===== config.mk =====
export PLATFORM = sky130hd
export DESIGN_NAME = vga_timing_gen
export DESIGN_NICKNAME = d
export VERILOG_FILES = /design/src/rtl/vga_timing_gen.sv
export SDC_FILE = /design/constraint.sdc
export NUM_CORES = 1
export LEC_CHECK = 0
export CAP_MARGIN = 0
export CORE_MARGIN = 3
export CORE_UTILIZATION = 50
export CTS_CLUSTER_DIAMETER = 150
export DETAILED_ROUTE_END_ITERATION = 6
export DONT_BUFFER_PORTS = 1
export SYNTH_ARGS = -nofsm -noshare
export SYNTH_HDL_FRONTEND = slang
export SYNTH_SLANG_ARGS = --single-unit

===== constraint.sdc =====
create_clock -name clk_d -period 2.83 [get_ports clk_d]
set_input_delay 0.566 -clock clk_d [delete_from_list [all_inputs] [get_ports clk_d]]
set_output_delay 0.566 -clock clk_d [all_outputs]
set_load 0.02 [all_outputs]

===== src/rtl/vga_timing_gen.sv =====
`default_nettype none
// ============================================================================
// Module   : vga_timing_gen
// Brief    : 640x480@60 VGA raster counters, visible-region decode, delayed
//            active-low syncs and a per-frame tick at start of vertical blank.
// Revision : 1.0
// ============================================================================
module vga_timing_gen #(
    parameter int H_VISIBLE  = 640,
    parameter int H_FP       = 16,
    parameter int H_SYNC     = 96,
    parameter int H_BP       = 48,
    parameter int V_VISIBLE  = 480,
    parameter int V_FP       = 10,
    parameter int V_SYNC     = 2,
    parameter int V_BP       = 33,
    parameter int SYNC_DELAY = 1
) (
    input  logic       clk_d,
    input  logic       reset,
    output logic [9:0] pixel_x,
    output logic [9:0] pixel_y,
    output logic       video_on,
    output logic       hsync,
    output logic       vsync,
    output logic       frame_tick
);

    localparam int H_TOTAL  = H_VISIBLE + H_FP + H_SYNC + H_BP;
    localparam int V_TOTAL  = V_VISIBLE + V_FP + V_SYNC + V_BP;
    localparam int HS_START = H_VISIBLE + H_FP;
    localparam int HS_END   = H_VISIBLE + H_FP + H_SYNC;
    localparam int VS_START = V_VISIBLE + V_FP;
    localparam int VS_END   = V_VISIBLE + V_FP + V_SYNC;
    localparam logic [9:0] H_LAST = 10'(H_TOTAL - 1);
    localparam logic [9:0] V_LAST = 10'(V_TOTAL - 1);

    generate
        if (H_TOTAL > 1024 || V_TOTAL > 1024) begin : g_bad_total
            $error("vga_timing_gen: H_TOTAL/V_TOTAL must not exceed 1024");
        end
        if (SYNC_DELAY < 0 || SYNC_DELAY > 3) begin : g_bad_delay
            $error("vga_timing_gen: SYNC_DELAY must be in 0..3");
        end
    endgenerate

    logic [9:0] h_cnt;
    logic [9:0] v_cnt;
    int         h_pos;
    int         v_pos;
    logic       hsync_raw;
    logic       vsync_raw;

    always_ff @(posedge clk_d) begin
        if (reset) begin
            h_cnt <= 10'd0;
            v_cnt <= 10'd0;
        end else if (h_cnt == H_LAST) begin
            h_cnt <= 10'd0;
            v_cnt <= (v_cnt == V_LAST) ? 10'd0 : v_cnt + 10'd1;
        end else begin
            h_cnt <= h_cnt + 10'd1;
        end
    end

    assign h_pos      = int'(h_cnt);
    assign v_pos      = int'(v_cnt);
    assign pixel_x    = h_cnt;
    assign pixel_y    = v_cnt;
    assign video_on   = !reset && (h_pos < H_VISIBLE) && (v_pos < V_VISIBLE);
    assign frame_tick = !reset && (h_cnt == 10'd0) && (v_pos == V_VISIBLE);

    // Forcing the raw syncs high in reset makes the undelayed build read the
    // decode of count 0, and keeps a mid-sync reset from leaking a low pulse.
    assign hsync_raw  = reset || !((h_pos >= HS_START) && (h_pos < HS_END));
    assign vsync_raw  = reset || !((v_pos >= VS_START) && (v_pos < VS_END));

    generate
        if (SYNC_DELAY == 0) begin : g_no_delay
            assign hsync = hsync_raw;
            assign vsync = vsync_raw;
        end else begin : g_delay
            logic [SYNC_DELAY-1:0] hs_pipe;
            logic [SYNC_DELAY-1:0] vs_pipe;

            always_ff @(posedge clk_d) begin
                if (reset) begin
                    hs_pipe <= '1;
                    vs_pipe <= '1;
                end else begin
                    hs_pipe <= SYNC_DELAY'({hs_pipe, hsync_raw});
                    vs_pipe <= SYNC_DELAY'({vs_pipe, vsync_raw});
                end
            end

            assign hsync = hs_pipe[SYNC_DELAY-1];
            assign vsync = vs_pipe[SYNC_DELAY-1];
        end
    endgenerate

endmodule
`default_nettype wire


# Yosys cells after proc, flatten, opt, wreduce, memory -nomap -nowiden

Cells that the tools add are included.

Add/sub/neg operators: 2
Order comparisons: 6
Eq/ne operators: 3
Mux-type cells: 1
Reductions and logical operators: 13

Operator list:

| kind                    | number |
|---|---|
| $eq A10 B10 Y1 const B  | 3 |
| $add A10 B1 Y10 const B | 2 |
| $lt A10 B10 Y1 const B  | 2 |
| $lt A10 B9 Y1 const B   | 2 |
| $ge A10 B10 Y1 const B  | 1 |
| $ge A10 B9 Y1 const B   | 1 |
| $logic_not A10 Y1       | 1 |
| $mux W10                | 1 |
| $logic_and A1 B1 Y1     | 6 |
| $logic_not A1 Y1        | 3 |
| $logic_or A1 B1 Y1      | 2 |
| $reduce_or A2 Y1        | 1 |

Register bits after elaboration: 22
Bits of input ports: 2

# Longest topological paths before layout

Word-level depth: 4
Depth in mapped cells: 6
Mapped depth without buffers: 6

# Worst setup path after synthesis

No wires, ideal clock.

Path type: register to register
From: reg h_cnt[0] (netlist: pixel_x[0])
To: reg v_cnt[6] (netlist: pixel_y[6])
Library setup time: 0.072 ns
Arrival time: 2.094 ns
Data required time: 2.758 ns
Slack: 0.664 ns
Cell stages (with the launch flop): 7
Cell sequence: dfxtp_1 -> ha_1 -> nand4_1 -> or3_1 -> buf_2 -> or4_1 -> a21oi_1

Word-level cells in the longest chain between the ends: 1

RTL lines:

| what                   | line | text |
|---|---|---|
| from (decl)            | 47   | `logic [9:0] h_cnt;` |
| from (signal assigned) | 62   | `h_cnt <= h_cnt + 10'd1;` |
| $eq A10 B10 Y1         | 58   | `end else if (h_cnt == H_LAST) begin` |
| to (signal assigned)   | 60   | `v_cnt <= (v_cnt == V_LAST) ? 10'd0 : v_cnt + 10'd1;` |
| to (decl)              | 48   | `logic [9:0] v_cnt;` |

Every way passes these cells.
A chain may end at the register's enable or synchronous reset.

# Final worst setup path

From: reg v_cnt[0] (netlist: pixel_y[0])
To: out frame_tick

Word-level cells in the longest chain between the ends: 2

RTL lines:

| what                | line | text |
|---|---|---|
| $eq A10 B10 Y1      | 71   | `assign frame_tick = !reset && (h_cnt == 10'd0) && (v_pos == V_VISIBLE);` |
| $logic_and A1 B1 Y1 | 71   |  |
| to (decl)           | 26   | `output logic frame_tick` |

Every way passes these cells.

==> flow_summary.ini <==
[clock_network]
tritoncts = done
cts_hold_buffers = 0
htreeDepth = 1
cts_setup_buffers = 0
cts_sinks = 22
clk_pin_slew_worst_paths_ns = 0.12
post_cts_resized = 0
clock_path_buffers = 2
cts-root-buf = clkbuf_4
cts_inserted_buffers = 3
worstSkewPairLatency_ns = 0.31

[worst_setup_path]
r2r_slack_ns = 0.48
path_max_fanout = 7
cp-start-kind = register
crit_required_ns = 2.26
cp-end-kind = primary output
arrival_ns = 1.89
criticalPathCategory = reg -> out

[finish]
drive_gt1_share_pct = 6.02
layout.nets = 141
area_delta_synth_final_pct = 5.01
diodes = 0

[sta]
finClkSkew_ns = 0.00827
post-route-period-util_pct = 86.7
tightest_slew_ns = 0.508
drv_slew = 0
final_hold_viol_count = 0
relSlewSlack_pct = 65.8
setup_ws_ns = 0.377
fin_tns_setup_ns = 0
rsz0062_at_grt = no
fmax_mhz = 408
hold_slack_ns = 0.308
finalCriticalPeriod_ns = 2.45
setup_viol = 0

[power_and_ir_drop]
irDropWorstVdd_v = 0.000272
p_leak_uw = 0.000382
p_per_area_nw_per_um2 = 420

[routing]
wl_met1_mm = 1.25
wl_met2_mm = 1.06
routed_wl_mm = 2.52
routed_via_density = 5.97
vias = 955
wl_per_cell_um = 15.7
drcViolationCount = 0
drt_iter0_drc = 20
drtPass1Iterations = 4
top_layer_used = met4
dr_wl_met3_um = 176
antenna_left = 0

[global_route]
antenna_found_initial = 0
track_usage_pct = 19.8
grt_pass1_wl_mm = 4.12
grt_pass1_vias = 856
grt_overflow = 0
grt_max_degree = 18

[status]
status = completed

[yosys]
synth_area_leader_cell = dfxtp_1
ys_ff_latch = 22
ys_warn_count = 0
ys_types = 26
avgSynthCellArea_um2 = 8.32
yosysTopAreaCellShare_pct = 40.1
synth_nets = 138
yosys-top-cells-area = dfxtp_1 40%, xnor2_1 6.4%, nor3_1 5.5%
ys_seq_area_share_pct = 40.1
syn_inst = 132
synth_area_um2 = 1100

[floorplan]
placementRows = 16
die_w_um = 52.9
initial_core_util_pct = 54.3
core_um2 = 2020
ioPinCount = 26
die-area_um2 = 2800
die_h_um = 52.9

[place]
place_hpwl_mm = 1.82
port_buffers = 0
place_ws_ns = 0.497
gp_congestion = 0.815

[run]
max_cap_viol_count = 0

[hold_path]
hold_class = in -> reg
[layer usage]
layer,GRT usage (%),vias to the layer above
met5,0,-
met3,4.23,4
met4,8.94,0
li1,-,478
met2,27.5,34
met1,28.8,439
[flip-flops by register name, indices dropped and copies added (netlist names)]
name,flops
vsync,1
hsync,1
pixel_y,10
pixel_x,10
[final timing paths]
kind / start / endpoint / cells after the start
min reg2reg: pixel_x[7] / hsync / 2
max: pixel_y[0] / frame_tick / 6
min: reset / pixel_x[2] / 1
max reg2reg: pixel_x[0] / pixel_y[8] / 5
[worst max-delay path: stages (launching register included)]
cell and delay, ns:
dfxtp_1 0.45, inv_1 0.13, ha_1 0.19, nor4bb_1 0.23
nand2_1 0.08, nor4_1 0.17, and3_1 0.33
[placed cells by master (no fill, tap or decap), types with 3 or more instances in the layout]
cell type  count
xnor2_1        8
nor2_1        13
nor3_1        12
nand3_1        9
dfxtp_1       22
nand4_1        7
clkbuf_4       3
inv_1          8
and3_1         4
xor2_1         4
buf_4          4
nand2_1        8
nor4_1         6
a21oi_1        6
ha_1           4
or4_1          3
[cell usage after synthesis]
master and instances:
nor4_1 6, mux2i_1 1, o221ai_1 1, nand2_1 8, nor4bb_1 2, nor4b_1 1, nand3_1 9, inv_1 8
xor2_1 4, nor3_1 12, buf_6 1, o21ai_0 2, xnor2_1 8, a21oi_1 6, o31ai_1 2, and3_1 4
or4_1 3, or3_1 1, nor2_1 13, clkbuf_1 4, buf_2 1, nand4_1 7, and4_1 1, or3_4 1
dfxtp_1 22, ha_1 4
[layout make-up]
type	instances	area [um^2]
multi-input combinational	96	597
timing repair buffer	4	30.0
tap	27	33.8
fill	208	868
inverter	8	30.0
clock buffer	3	22.5
sequential	22	440
[logic make-up (layout without fill, tap and decap cells)]
group / Yosys count / after routing / synth area share (%)
mux: 1 / 1 / 0.911
simple gates: 68 / 68 / 33.5
xor+xnor: 12 / 12 / 9.57
flops: 22 / 22 / 40.1
buf+inv: 14 / 15 / 5.58
compound gates: 11 / 11 / 5.81
fa+ha+maj: 4 / 4 / 4.56
[metrics by stage]
stage | utilization (%) | power [uW] | area [um^2] | std cells
after floorplan | - | 346 | 1100 | 132
after global placement | 55.9 | 349 | 1130 | 157
after detailed placement | 55.9 | 348 | 1130 | 157
after CTS | 57.1 | 486 | 1150 | 160
after global routing | 57.1 | 506 | 1150 | 160
final | 57.1 | 485 | 1150 | 160
[power by group]
part	internal [uW]	switching, uW	leakage [uW]
logic	8.60	8.82	0.000190
registers	313	10.6	0.000178
clock network	49.7	94.0	0.0000138
total	372	113	0.000382
No activity file was read; power rests on OpenSTA's default activity.
